==> src/rtl/instr_fetch_ctrl.sv <==
// Instruction fetch / sequencing controller.
// Walks each instruction through FETCH -> DECODE -> (EXEC | MEM [-> WB]),
// drives the memory port, the register-file/PSR write strobes and a one-cycle
// PC advance pulse, and counts retired instructions.
//
//   state  | meaning
//   -------+-----------------------------------------------------------
//   FETCH  | read memory at PC, latch IR when mem_ready
//   DECODE | classify IR: LOAD/STOR -> MEM, everything else -> EXEC
//   EXEC   | single-cycle ALU/compare/branch/jump, PCen pulse
//   MEM    | data access at addr_reg, held until mem_ready
//   WB     | write loaded word back to the register file, PCen pulse
module instr_fetch_ctrl (
    input  logic        clk,
    input  logic        Reset,
    input  logic [15:0] PC,
    input  logic [15:0] addr_reg,
    input  logic [15:0] mem_rdata,
    input  logic        mem_ready,
    output logic [15:0] mem_addr,
    output logic        mem_re,
    output logic        mem_we,
    output logic [15:0] IR,
    output logic [3:0]  Opcode,
    output logic [3:0]  CondRlink,
    output logic [3:0]  OpcodeExt_dispHi,
    output logic [3:0]  dispLo,
    output logic        PCen,
    output logic        reg_we,
    output logic        wb_sel,
    output logic        psr_we,
    output logic [15:0] retired
);

    typedef enum logic [2:0] {
        FETCH  = 3'd0,
        DECODE = 3'd1,
        EXEC   = 3'd2,
        MEM    = 3'd3,
        WB     = 3'd4
    } state_t;

    state_t      state;
    state_t      state_nxt;
    logic [15:0] ir_q;
    logic [15:0] retired_q;
    // Loaded word is captured for observability; the register file takes its
    // write-back data straight from mem_rdata via wb_sel.
    logic [15:0] ld_data_unused;

    logic is_load;
    logic is_stor;
    logic is_nowb;
    logic is_cmp;

    assign is_load = (ir_q[15:12] == 4'b0100) && (ir_q[7:4] == 4'b0000);
    assign is_stor = (ir_q[15:12] == 4'b0100) && (ir_q[7:4] == 4'b0100);
    assign is_nowb = (ir_q[15:12] == 4'b0100) || (ir_q[15:12] == 4'b1100);
    assign is_cmp  = (ir_q[15:12] == 4'b1011) ||
                     ((ir_q[15:12] == 4'b0000) && (ir_q[7:4] == 4'b1011));

    // State register; reset returns to FETCH regardless of anything in flight.
    always_ff @(posedge clk) begin
        if (!Reset)
            state <= FETCH;
        else
            state <= state_nxt;
    end

    // Instruction register: only a completed fetch may update it.
    always_ff @(posedge clk) begin
        if (!Reset)
            ir_q <= 16'h0000;
        else if ((state == FETCH) && mem_ready)
            ir_q <= mem_rdata;
    end

    // Retired-instruction counter, wraps naturally at 16 bits.
    always_ff @(posedge clk) begin
        if (!Reset)
            retired_q <= 16'h0000;
        else
            retired_q <= retired_q + {15'd0, PCen};
    end

    // Load data capture on the completing MEM cycle of a LOAD.
    always_ff @(posedge clk) begin
        if (!Reset)
            ld_data_unused <= 16'h0000;
        else if ((state == MEM) && is_load && mem_ready)
            ld_data_unused <= mem_rdata;
    end

    // Next-state and control outputs; everything is forced idle while Reset is low.
    always_comb begin
        state_nxt = state;
        mem_addr  = PC;
        mem_re    = 1'b0;
        mem_we    = 1'b0;
        PCen      = 1'b0;
        reg_we    = 1'b0;
        wb_sel    = 1'b0;
        psr_we    = 1'b0;
        if (Reset) begin
            case (state)
                FETCH: begin
                    mem_re = 1'b1;
                    if (mem_ready)
                        state_nxt = DECODE;
                end
                DECODE: begin
                    state_nxt = (is_load || is_stor) ? MEM : EXEC;
                end
                EXEC: begin
                    PCen      = 1'b1;
                    state_nxt = FETCH;
                    if (is_nowb) begin
                        reg_we = 1'b0;
                        psr_we = 1'b0;
                    end else if (is_cmp) begin
                        psr_we = 1'b1;
                    end else begin
                        reg_we = 1'b1;
                        psr_we = 1'b1;
                    end
                end
                MEM: begin
                    mem_addr = addr_reg;
                    mem_re   = is_load;
                    mem_we   = is_stor;
                    if (mem_ready) begin
                        if (is_load) begin
                            state_nxt = WB;
                        end else begin
                            PCen      = 1'b1;
                            state_nxt = FETCH;
                        end
                    end
                end
                WB: begin
                    reg_we    = 1'b1;
                    wb_sel    = 1'b1;
                    PCen      = 1'b1;
                    state_nxt = FETCH;
                end
                default: state_nxt = FETCH;
            endcase
        end
    end

    assign IR               = Reset ? ir_q : 16'h0000;
    assign retired          = Reset ? retired_q : 16'h0000;
    assign Opcode           = IR[15:12];
    assign CondRlink        = IR[11:8];
    assign OpcodeExt_dispHi = IR[7:4];
    assign dispLo           = IR[3:0];

endmodule

==> config.mk <==
export PLATFORM = sky130hd
export DESIGN_NAME = instr_fetch_ctrl
export DESIGN_NICKNAME = d
export VERILOG_FILES = /design/src/rtl/instr_fetch_ctrl.sv
export SDC_FILE = /design/constraint.sdc
export NUM_CORES = 1
export LEC_CHECK = 0
export CORE_AREA = 2 2 78 80
export DETAILED_ROUTE_END_ITERATION = 7
export DIE_AREA = 0 0 80 82
export GPL_TIMING_DRIVEN = 0
export PLACE_DENSITY_LB_ADDON = 0.2
export SYNTH_ARGS = -nofsm -noshare
export SYNTH_HDL_FRONTEND = slang
export SYNTH_SLANG_ARGS = --single-unit
==> constraint.sdc <==
create_clock -name clk -period 2.77 [get_ports clk]
set_input_delay 0.554 -clock clk [delete_from_list [all_inputs] [get_ports clk]]
set_output_delay 0.554 -clock clk [all_outputs]
set_load 0.03 [all_outputs]
==> out/qor.yml <==
critical_path.max_fanout: 8
synth_area_per_cell_um2: 8.586
final.setup_skew_ns: 0.006411
drc: 0
portBuffers: 120
drt_iter0_drc: 57
h-tree-depth: 2
ys_ff_latch: 35
report.power.total_w: 0.001209
syn_to_final_growth_pct: 62.77
chipWidth_um: 80
coreArea_mm2: 0.005746
die_y_um: 82
wl_mm: 5.729
fin_nets: 430
setup_viol: 0
place.gp.congestion: 0.8173
power_frac_seq_pct: 44.3
relSlewSlack_pct: 68.84
status: "finished, final reports clean"
antenna_cells: 0
grt_max_degree: 11
p_leak_nw: 1.691
sw_frac_of_total_pct: 29.52
critical_path_class: "in2out"
min_from: "ir_q[1]$_SDFFE_PN0P_"
finalCriticalPeriod_ns: 2.720
syn_area_mm2: 0.002121
pwr-share-comb_pct: 25.9
p_per_area_mw_per_mm2: 350.2
numCtsBuffers: 5
synth.distinct_cells: 37
drive_gt1_share_pct: 19.31
worst_slew_pin_slew_ns: 0.4674
wl_per_cell_um: 12.65
fin_ws_ns: 0.05008
min_period_over_period_pct: 98.19
dp_slack_ns: -0.5425
ys_warn_count: 0
synth_top_area_cell: "dfxtp_1"
final_cells: 453
dr.pass1.iters: 4
synthCells: 247
async_flop_share_pct: 0
clkSlewWorstSetupHoldPaths_ns: 0.06
post-place-cells: 442
arrival_ns: 2.17
startpoint_type: "input port"
yosysMostFrequentCell: "and2_1"
rsz0062_at_grt: "no"
grt_pass1_vias: 1855
startpoint: "Reset"
vdd_ir_drop_max_v: 0.0001868
grt-ovfl-total: 0
synth.top_cell.area_share_pct: 33.04
r2r-end: "retired_q[14]$_SDFF_PN0_"
finalHoldViolCount: 0
grtUsageTotal_pct: 17.69
setup_tns_ns: 0
synth-edff-count: 0
regToRegSetupSlack_ns: 0.21
crit_slowest_cell: "clkdlybuf4s50_1"
cp_slowest_stage_delay_ns: 0.47
synth_area_leaders: "dfxtp_1 (33%), and2_1 (14%), mux2_2 (8.5%)"
clkLatencyLatePin_ns: 0.29
timing.final.max_slew_violations: 0
dp.final_hpwl_mm: 4.446
grt_pass1_wl_mm: 8.990
setup.worst_path.end: "mem_addr[2]"
fill_cells: 571
hp-class: "reg2reg"
regToRegStartpoint: "ir_q[4]$_SDFFE_PN0P_"
p_sw_w: 0.0003569
crit_chain: "clkdlybuf4s50_1, and2b_2, nand3_4, mux2_2, dlygate4sd2_1"
holdWs_ns: 0.4561
critPathRequiredTime_ns: 2.22
antenna_left: 0
ys_seq_area_share_pct: 33.04
cts-root-buf: "clkbuf_8"
die_area_mm2: 0.006560
rr_worst_depth: 10
cts_tree: "yes"
drv_cap: 0
clock-sinks: 35
synthFlopType: "dfxtp_1"
antenna_found_initial: 0
via_per_inst: 4.528
fp-row-count: 28
syn-num-nets: 300
vias: 2051
endpoint_kind: "output port"
cts.hold.buffers_added: 0
clk_path_buf_depth: 2
p_int_w: 0.0008520
synth_commonest_cells: "and2_1 (47), nand2_1 (38), dfxtp_1 (35)"
start_util_pct: 36.91
fmaxAchievable_mhz: 367.7
clockPowerShare_pct: 29.8
ioPinCount: 121
cell usage in the layout (no fill, tap or decap), drive strengths merged, types with 3 or more instances in the layout:
master / count
and3: 3
dlygate4sd2: 51
nor3: 5
nand2: 38
clkdlybuf4s50: 53
xor2: 6
nor2: 4
xnor2: 7
nor4: 3
buf: 33
nand4: 5
inv: 5
nand3: 7
clkbuf: 15
dfxtp: 35
clkdlybuf4s15: 6
a21boi: 17
mux2: 18
and2: 48
kinds of logic after synthesis:
logic type,count (synthesis),synth area share (%)
and+or+nand+nor,121,32.92
DFF,35,33.04
buffers and inverters,34,9.499
AOI/OAI and AO/OA,24,8.436
muxes,18,9.557
xor gates and xnor gates,13,5.369
adders and majority gates,2,1.180
layout make-up:
type                            instances  area (um^2)  area share [%]
Inverter                                5        18.77          0.5437
Buffer                                 29        197.7           5.727
Multi-Input combinational cell        178         1241           35.96
Sequential cell                        35        700.7           20.30
Clock buffer                            7        76.32           2.211
Clock inverter                          1        5.005          0.1450
Tap cell                               75        93.84           2.718
Timing Repair Buffer                  123         1119           32.40
power by group through the flow:
| stage | registers, W | logic (W) | clock network, W |
|---|---|---|---|
| 2_1_floorplan | 0.000543 | 0.000176 | 0 |
| 3_3_place_gp | 0.000546 | 0.000332 | 0 |
| 3_5_place_dp | 0.000547 | 0.000335 | 0 |
| 4_1_cts | 0.000535 | 0.000312 | 0.000369 |
| 5_1_grt | 0.000538 | 0.000338 | 0.000396 |
| 6_report | 0.000535 | 0.000313 | 0.000361 |
layer usage:
layer | GRT usage (%) | wire [um] | vias to the layer above
li1 | - | - | 1056
met1 | 21.43 | 2514 | 928
met4 | 7.458 | 96 | 0
met2 | 30.25 | 2807 | 57
met5 | 0 | 0 | -
met3 | 3.956 | 310 | 10
stage by stage:
stage               util, %  instance area, um^2
finish                60.08                 3452
global route          60.08                 3452
CTS                   59.41                 3413
detailed placement    59.45                 3416
global placement      59.45                 3416
floorplan                 -                 2121
state kept, by name (all words and copies together), names as in the netlist:
name       cells
ir_q          16
retired_q     16
state          3
critical path: cells and delay by family:
kind / cells / cell delay (ns)
multiplexers: 1 / 0.35
AND/OR/NAND/NOR: 2 / 0.43
buffers and inverters: 2 / 0.83
worst min path at each step:
stage | endpoint | slack [ns] | cells after the start
floorplan | ir_q[0]$_SDFFE_PN0P_ | 0.44 | 2
global placement | ir_q[9]$_SDFFE_PN0P_ | 0.45 | 2
detailed placement | ir_q[1]$_SDFFE_PN0P_ | 0.45 | 2
CTS | ir_q[1]$_SDFFE_PN0P_ | 0.46 | 2
global route | ir_q[1]$_SDFFE_PN0P_ | 0.48 | 2
finish | ir_q[1]$_SDFFE_PN0P_ | 0.46 | 2
timing repair:
item / CTS / global route
endpoints found under the setup margin: 71 / 14
gates resized for setup: 112 / 12
gates cloned: 0 / 0
setup buffers: 0 / 3
pin swaps: 0 / 2
Note: power is estimated with default switching activity, not from simulation.
